==> src/rtl/spr_writeback_sequencer.sv <==
// SPR writeback sequencer: shadows the SALU/VALU pipelines with SPR-write
// flags and pulses per-SPR write enables with the owning wavefront at retire.
//
// Ports:
//   clk, rst               clock, asynchronous active-high reset
//   salu_issue_*           SALU issue: valid, wfid, vcc/scc/exec/m0 write flags
//   valu_issue_*           VALU issue: valid, wfid, vcc write flag
//   flush_valid/_wfid      drop in-flight SPR writes of one wavefront
//   salu_wr_*              SALU retire: wfid (0 when idle) and per-SPR enables
//   valu_wr_vcc_*          VALU retire: wfid (0 when idle) and VCC enable
//   pending_cnt, idle      in-flight entries carrying at least one write flag
module spr_writeback_sequencer #(
    parameter int WFID_W   = 6,
    parameter int SALU_LAT = 4,
    parameter int VALU_LAT = 8,
    parameter int CNT_W    = 5
) (
    input  logic              clk,
    input  logic              rst,
    input  logic              salu_issue_valid,
    input  logic [WFID_W-1:0] salu_issue_wfid,
    input  logic              salu_issue_vcc_wr,
    input  logic              salu_issue_scc_wr,
    input  logic              salu_issue_exec_wr,
    input  logic              salu_issue_m0_wr,
    input  logic              valu_issue_valid,
    input  logic [WFID_W-1:0] valu_issue_wfid,
    input  logic              valu_issue_vcc_wr,
    input  logic              flush_valid,
    input  logic [WFID_W-1:0] flush_wfid,
    output logic [WFID_W-1:0] salu_wr_wfid,
    output logic              salu_wr_vcc_en,
    output logic              salu_wr_scc_en,
    output logic              salu_wr_exec_en,
    output logic              salu_wr_m0_en,
    output logic [WFID_W-1:0] valu_wr_vcc_wfid,
    output logic              valu_wr_vcc_en,
    output logic [CNT_W-1:0]  pending_cnt,
    output logic              idle
);

    // SALU flag vector bit positions
    localparam int F_VCC  = 0;
    localparam int F_SCC  = 1;
    localparam int F_EXEC = 2;
    localparam int F_M0   = 3;

    localparam int SL = SALU_LAT - 1;
    localparam int VL = VALU_LAT - 1;

    // SALU shadow pipe; stage SL is the registered output stage
    logic              r_s_vld  [SALU_LAT];
    logic [WFID_W-1:0] r_s_wfid [SALU_LAT];
    logic [3:0]        r_s_flg  [SALU_LAT];

    // VALU shadow pipe; stage VL is the registered output stage
    logic              r_v_vld  [VALU_LAT];
    logic [WFID_W-1:0] r_v_wfid [VALU_LAT];
    logic              r_v_vcc  [VALU_LAT];

    logic [CNT_W-1:0]  r_cnt;
    logic              r_idle;

    logic              w_s_vld_nxt  [SALU_LAT];
    logic [WFID_W-1:0] w_s_wfid_nxt [SALU_LAT];
    logic [3:0]        w_s_flg_nxt  [SALU_LAT];
    logic              w_v_vld_nxt  [VALU_LAT];
    logic [WFID_W-1:0] w_v_wfid_nxt [VALU_LAT];
    logic              w_v_vcc_nxt  [VALU_LAT];

    logic [3:0]        w_s_flg_in;
    logic              w_v_vcc_in;
    logic              w_s_kill;
    logic              w_v_kill;
    logic [CNT_W-1:0]  w_enter;
    logic [CNT_W-1:0]  w_leave;
    logic [CNT_W-1:0]  w_flushed;
    logic [CNT_W-1:0]  w_cnt_nxt;

    // SALU next-state: stage 0 takes the issue (never flushed, it is newer
    // than the flush); inner stages shift and drop flags of the flushed
    // wavefront. The output stage is not examined: it is already presented.
    // wfid is zeroed whenever no flag survives so retire outputs read 0.
    always_comb begin
        w_s_flg_in = '0;
        if (salu_issue_valid) begin
            w_s_flg_in[F_VCC]  = salu_issue_vcc_wr;
            w_s_flg_in[F_SCC]  = salu_issue_scc_wr;
            w_s_flg_in[F_EXEC] = salu_issue_exec_wr;
            w_s_flg_in[F_M0]   = salu_issue_m0_wr;
        end
        w_s_vld_nxt[0]  = salu_issue_valid;
        w_s_flg_nxt[0]  = w_s_flg_in;
        w_s_wfid_nxt[0] = (|w_s_flg_in) ? salu_issue_wfid : '0;
        w_s_kill        = 1'b0;
        for (int i = 1; i < SALU_LAT; i++) begin
            w_s_kill = flush_valid && r_s_vld[i-1] &&
                       (r_s_wfid[i-1] == flush_wfid);
            w_s_vld_nxt[i]  = r_s_vld[i-1];
            w_s_flg_nxt[i]  = w_s_kill ? 4'b0000 : r_s_flg[i-1];
            w_s_wfid_nxt[i] = (|w_s_flg_nxt[i]) ? r_s_wfid[i-1] : '0;
        end
    end

    // VALU next-state, same scheme with a single VCC flag
    always_comb begin
        w_v_vcc_in      = valu_issue_valid & valu_issue_vcc_wr;
        w_v_vld_nxt[0]  = valu_issue_valid;
        w_v_vcc_nxt[0]  = w_v_vcc_in;
        w_v_wfid_nxt[0] = w_v_vcc_in ? valu_issue_wfid : '0;
        w_v_kill        = 1'b0;
        for (int i = 1; i < VALU_LAT; i++) begin
            w_v_kill = flush_valid && r_v_vld[i-1] &&
                       (r_v_wfid[i-1] == flush_wfid);
            w_v_vld_nxt[i]  = r_v_vld[i-1];
            w_v_vcc_nxt[i]  = r_v_vcc[i-1] & ~w_v_kill;
            w_v_wfid_nxt[i] = w_v_vcc_nxt[i] ? r_v_wfid[i-1] : '0;
        end
    end

    // Pending count bookkeeping. Only entries with at least one flag are
    // counted; an entry flushed out of an inner stage is subtracted once
    // and then never seen leaving, so the count cannot underflow.
    always_comb begin
        w_enter = CNT_W'(|w_s_flg_in) + CNT_W'(w_v_vcc_in);
        w_leave = CNT_W'(r_s_vld[SL] & (|r_s_flg[SL])) +
                  CNT_W'(r_v_vld[VL] & r_v_vcc[VL]);
        w_flushed = '0;
        for (int i = 0; i < SL; i++) begin
            if (flush_valid && r_s_vld[i] && (|r_s_flg[i]) &&
                (r_s_wfid[i] == flush_wfid)) begin
                w_flushed = w_flushed + CNT_W'(1);
            end
        end
        for (int i = 0; i < VL; i++) begin
            if (flush_valid && r_v_vld[i] && r_v_vcc[i] &&
                (r_v_wfid[i] == flush_wfid)) begin
                w_flushed = w_flushed + CNT_W'(1);
            end
        end
        w_cnt_nxt = r_cnt + w_enter - w_leave - w_flushed;
    end

    always_ff @(posedge clk or posedge rst) begin
        if (rst) begin
            for (int i = 0; i < SALU_LAT; i++) begin
                r_s_vld[i]  <= 1'b0;
                r_s_wfid[i] <= '0;
                r_s_flg[i]  <= '0;
            end
        end else begin
            for (int i = 0; i < SALU_LAT; i++) begin
                r_s_vld[i]  <= w_s_vld_nxt[i];
                r_s_wfid[i] <= w_s_wfid_nxt[i];
                r_s_flg[i]  <= w_s_flg_nxt[i];
            end
        end
    end

    always_ff @(posedge clk or posedge rst) begin
        if (rst) begin
            for (int i = 0; i < VALU_LAT; i++) begin
                r_v_vld[i]  <= 1'b0;
                r_v_wfid[i] <= '0;
                r_v_vcc[i]  <= 1'b0;
            end
        end else begin
            for (int i = 0; i < VALU_LAT; i++) begin
                r_v_vld[i]  <= w_v_vld_nxt[i];
                r_v_wfid[i] <= w_v_wfid_nxt[i];
                r_v_vcc[i]  <= w_v_vcc_nxt[i];
            end
        end
    end

    always_ff @(posedge clk or posedge rst) begin
        if (rst) begin
            r_cnt  <= '0;
            r_idle <= 1'b1;
        end else begin
            r_cnt  <= w_cnt_nxt;
            r_idle <= (w_cnt_nxt == '0);
        end
    end

    // Retire outputs come straight from the last pipeline registers
    assign salu_wr_wfid     = r_s_wfid[SL];
    assign salu_wr_vcc_en   = r_s_vld[SL] & r_s_flg[SL][F_VCC];
    assign salu_wr_scc_en   = r_s_vld[SL] & r_s_flg[SL][F_SCC];
    assign salu_wr_exec_en  = r_s_vld[SL] & r_s_flg[SL][F_EXEC];
    assign salu_wr_m0_en    = r_s_vld[SL] & r_s_flg[SL][F_M0];
    assign valu_wr_vcc_wfid = r_v_wfid[VL];
    assign valu_wr_vcc_en   = r_v_vld[VL] & r_v_vcc[VL];
    assign pending_cnt      = r_cnt;
    assign idle             = r_idle;

endmodule

==> config.mk <==
export PLATFORM = sky130hd
export DESIGN_NAME = spr_writeback_sequencer
export DESIGN_NICKNAME = d
export VERILOG_FILES = /design/src/rtl/spr_writeback_sequencer.sv
export SDC_FILE = /design/constraint.sdc
export NUM_CORES = 1
export LEC_CHECK = 0
export BUFFER_PORTS_ARGS = -buffer_cell sky130_fd_sc_hd__buf_2
export CORE_MARGIN = 4
export CORE_UTILIZATION = 62
export DETAILED_ROUTE_END_ITERATION = 10
export HOLD_SLACK_MARGIN = 0.02
export PLACE_DENSITY = 0.82
export SYNTH_ARGS = -nofsm -noshare
export SYNTH_HDL_FRONTEND = slang
export SYNTH_SLANG_ARGS = --single-unit
==> constraint.sdc <==
create_clock -name clk -period 16.05 [get_ports clk]
set_input_delay 0.8025 -clock clk [delete_from_list [all_inputs] [get_ports clk]]
set_output_delay 0.8025 -clock clk [all_outputs]
set_load 0.02 [all_outputs]
Word level (Yosys, flattened, before mapping) --
Cells that the tools add are included.
Storage, ports and cells: register bits 114, latch bits 0, bits in writable memories 0, memory bits (read-only) 0, output and inout port bits 23, word-level logic and storage cells 159, memories kept 0
Operators by class: add/sub/neg operators 14, multipliers 0, divide/modulo/power cells 0, order comparisons 0, eq/ne operators 10, shift operators 0, muxes and demuxes 26, bitwise gates (word level) 22, reduce and logical (&&, ||, !) cells 49
Operators with widths (count):
- 2-to-1 mux 6 bit | 12
- == test 6 bit | 10
- adder 5 x 1 -> 5 bit (second input constant) | 9
- 2-to-1 mux 5 bit | 9
- logical AND 1 bit | 40
- OR reduction 4 bit | 8
- 2-to-1 mux 4 bit | 4
- bitwise AND 1 bit | 15
- inverter 1 bit | 7
- adder 5 x 2 -> 5 bit | 1
- logical NOT 5 bit | 1
- subtractor 5 x 2 -> 5 bit | 1
- subtractor 5 bit | 1
- adder 1 x 1 -> 2 bit | 2
- 2-to-1 mux 1 bit | 1

Depth between registers and ports, before layout --
depth in word-level cells 24, mapped depth 40, depth with buffers taken out 39

Worst setup path before layout --
No wires, ideal clock.
path type input-to-reg, start point in flush_wfid[1], end point reg r_idle (netlist: idle), setup time 0.078 ns, arrival 7.937 ns, path slack 8.035 ns, stages 40, buffers on the path 1, cell sequence buf_4 xnor2_1 nand3_1 nor3_1 nand4_1 or2_2 inv_1 ha_1 inv_1 nor4b_2 nor2_1 nand2b_1 ha_1 nand4b_1 or4_1 o211ai_1 o32ai_1 o21a_1 [... 4 more ...] or4_1 xor2_1 xnor2_2 xnor2_1 or3_1 a21oi_1 nor2_1 xnor2_1 xor2_1 ha_1 inv_1 ha_1 ha_1 a21oi_1 xnor2_1 xnor2_1 a21o_1 and3_1
On the way: word-level cells in the longest chain between the ends 23, elaborated cells on any way between the ends 41, classes of those cells add/sub: 10; eq/ne: 10; mux: 10; reduce/logical: 11
RTL lines:
- start: declaration | line 30 | input logic [WFID_W-1:0] flush_wfid,
- == test 6 bit | line 131 | (r_s_wfid[i] == flush_wfid)) begin
- logical AND 1 bit | line 130 | if (flush_valid && r_s_vld[i] && (|r_s_flg[i]) &&
- 2-to-1 mux 1 bit | line 130
- adder 5 x 1 -> 5 bit | line 132 | w_flushed = w_flushed + CNT_W'(1);
- 2-to-1 mux 5 bit | line 130
- adder 5 x 1 -> 5 bit | line 132
- 2-to-1 mux 5 bit | line 130
- adder 5 x 1 -> 5 bit | line 138 | w_flushed = w_flushed + CNT_W'(1);
- [... 7 more ...]
- adder 5 x 1 -> 5 bit | line 138
- 2-to-1 mux 5 bit | line 136 | if (flush_valid && r_v_vld[i] && r_v_vcc[i] &&
- adder 5 x 1 -> 5 bit | line 138
- 2-to-1 mux 5 bit | line 136
- adder 5 x 1 -> 5 bit | line 138
- 2-to-1 mux 5 bit (*) | line 136
- subtractor 5 bit (*) | line 141 | w_cnt_nxt = r_cnt + w_enter - w_leave - w_flushed;
- logical NOT 5 bit (*) | line 182 | r_idle <= (w_cnt_nxt == '0);
- end signal: assignment | line 182
- end: declaration | line 62 | logic r_idle;
Every way passes the cells marked *; elsewhere a longest branch is shown, timed or not.

Worst setup path after layout --
Same ends and word-level chain as after synthesis.

==> metrics <==
status finished clean; max incr delay on CP 410 ps; number of buffers created by CTS 17; crit path max fanout 11; top cells by count, synth dfrtp_1 (113), and2_1 (75), xnor2_1 (51), xor2_1 (36); io pins 51; hold_sp r_v_vld[4]; Post-Syn Area 6220 sq um; Max Clock Skew 21.0 ps; CP max stage cell or4_1; RR Endpoint idle; TritonCTS clock tree done; Seq. cell area 2850 sq um; #FFs+latches synth 114; Synth area leader dfrtp_1; clock slew seen by the registers of the worst setup and hold paths 50 ps; EDFF count, synth 0; Synth-to-Final Area Change 13.9%; Worst VDD drop 0.0789 mV; most frequent CP cell ha_1; vias per inst 5.71; Mapped Nets 630; root buf cell clkbuf_8; core area 9770 sq um; reg2reg start r_s_wfid[13]; Rows 36; YS warnings 0; post-route minimum period 8420 ps; Detailed Route Iter0 Violations 263; endpoints failing setup 0; fin util 72.5%; Worst Setup Start Kind primary input; drt drc 0; worst hold path depth 0; actual slew at the worst max-slew pin 1000 ps; Slew HR 32.7%; final worst path period share 52.5%; Overall Global Routing Usage 24.3%; Die Area 11700 sq um; dpl hpwl 9540 microns; grt ovf 0; Die X 108 microns; data arrival time of the critical path 8870 ps; Hold Vio Cnt, Final 0; FFs w/ async S/R, synth 100%; Initial Util 63.6%; Hold EP r_v_vld[3]; Final ANT Viol Nets 0; Primary FF master, synth dfrtp_1; final worst slack 7630 ps; Lkg Pwr 3.41 nW; worst r2r path cells 39; wire per inst 17.0 microns; Mean Syn Cell Area 10.8 sq um; post-cts sizing count 0; Peak Freq 119 MHz; WP data required 16500 ps; clk_lat worst skew 520 ps; Synth Instances 578; number of setup buffers added after CTS 0; H-Tree Depth 4; footprint of the multi-input gates 3080 sq um; WL final 13100 microns; max-slew violation count 0; IO Port Bufs 50; Setup Total Neg Slack 0 ps; Hold/Removal Path Class reg2reg; diode count 0; initial antenna violation count 0; sequential element share of the synthesized area 45.9%; drt first pass iters 5; number of global-route vias before repair 4612; Total Nets Final 674; height of the die 108 microns; post-place setup slack 7220 ps; Clock Path Buffers 2; worst setup path category in2reg; final RePlAce weighted congestion 1.00; clk sink count 114; vias 4374; post-synth top area share 45.5%; first-pass GRT wire length 21800 microns; synth unique cells 62; # fillers 657; CP Capture Type flip-flop; MaxCap Viol Count 0; largest net degree at the start of global routing 63; Tot Pwr 0.000848 W; share of cells above drive strength 1 16.0%; unrepaired setup endpoints after global routing false; power density cells 120 nW/um^2; worst reg-to-reg setup slack 7820 ps; CTS Hold Bufs 0; count leader, synth dfrtp_1; top post-synthesis cells by area dfrtp_1 (45%), and2_1 (7.5%), xnor2_1 (7.2%)
## worst max-delay path by stage
stage,from,to,slack [ps],cells after the start
finish,flush_wfid[1],idle,7630,40
global route,flush_wfid[2],idle,7070,39
CTS,flush_wfid[2],idle,7680,39
detailed placement,flush_wfid[2],idle,7220,39
global placement,flush_wfid[1],idle,7550,40
floorplan,flush_wfid[1],idle,8030,40
## state kept, by name, indices dropped and copies added (netlist names)
| name | count |
|---|---|
| r_v_vld | 8 |
| r_v_vcc | 8 |
| idle | 1 |
| salu_wr_wfid | 6 |
| r_s_vld | 4 |
| r_s_wfid | 18 |
| valu_wr_vcc_wfid | 6 |
| r_s_flg | 16 |
| r_v_wfid | 42 |
| pending_cnt | 5 |
## routing by layer
| layer | part of all wire [%] | track usage [%] |
|---|---|---|
| met4 | 2.0 | 9.38 |
| met3 | 5.1 | 5.37 |
| met1 | 39 | 27.3 |
| met2 | 54 | 44.8 |
| met5 | 0 | 0 |
## cell usage in the layout, fill, tap and decap left out, types with 5 or more instances in the layout
master,count
nor2b_1,10
nand2_1,29
nand3_1,21
nor3_1,14
buf_2,50
a21oi_1,8
clkbuf_16,16
ha_1,20
or4_1,10
and2_1,75
xor2_1,36
dfrtp_1,113
nor4_1,14
o21ai_0,6
xnor2_1,51
nand4_1,9
and3_1,26
inv_1,28
nor2_1,9
a21o_1,5
## stage by stage
stage          hold WS [ps]  std cells  area [sq um]
2_1_floorplan           347        578          6220
3_3_place_gp            363        736          6470
3_5_place_dp            369        736          6470
4_1_cts                 375        766          7080
5_1_grt                 384        766          7080
6_report                376        766          7080
## report_power, final
part | switching [W] | internal (W)
registers | 0.0000101 | 0.000308
clock network | 0.000123 | 0.000262
logic | 0.0000861 | 0.0000583
total | 0.000220 | 0.000629
## worst max-delay path: cells and delay by family
family	cells	cell delay (ps)
XOR/XNOR	8	1390
adder cells (fa/ha/maj)	6	1590
buffers and inverters	4	570
AND/OR/NAND/NOR	16	3400
AO/OA/AOI/OAI	6	1080
## area by class of cell
class                   instances  share of cell area, %
clock buffers                  21                   6.48
clock inverters                 9                   2.19
inverters                      29                   1.57
multi-input cells             409                   43.5
flip-flops and latches        114                   40.3
well taps                     133                   2.35
repair buffers                 51                   3.64
## cells by family after synthesis
group                    Yosys count  share of synthesized area, %
XOR/XNOR                          93                          14.6
AO/OA/AOI/OAI                     44                          5.29
buffers and inverters             55                          4.59
AND/OR/NAND/NOR                  243                          23.5
adder cells (fa/ha/maj)           25                          5.47
flip-flops                       114                          45.9
multiplexers                       4                         0.724
No activity file was read; power rests on OpenSTA's default activity.
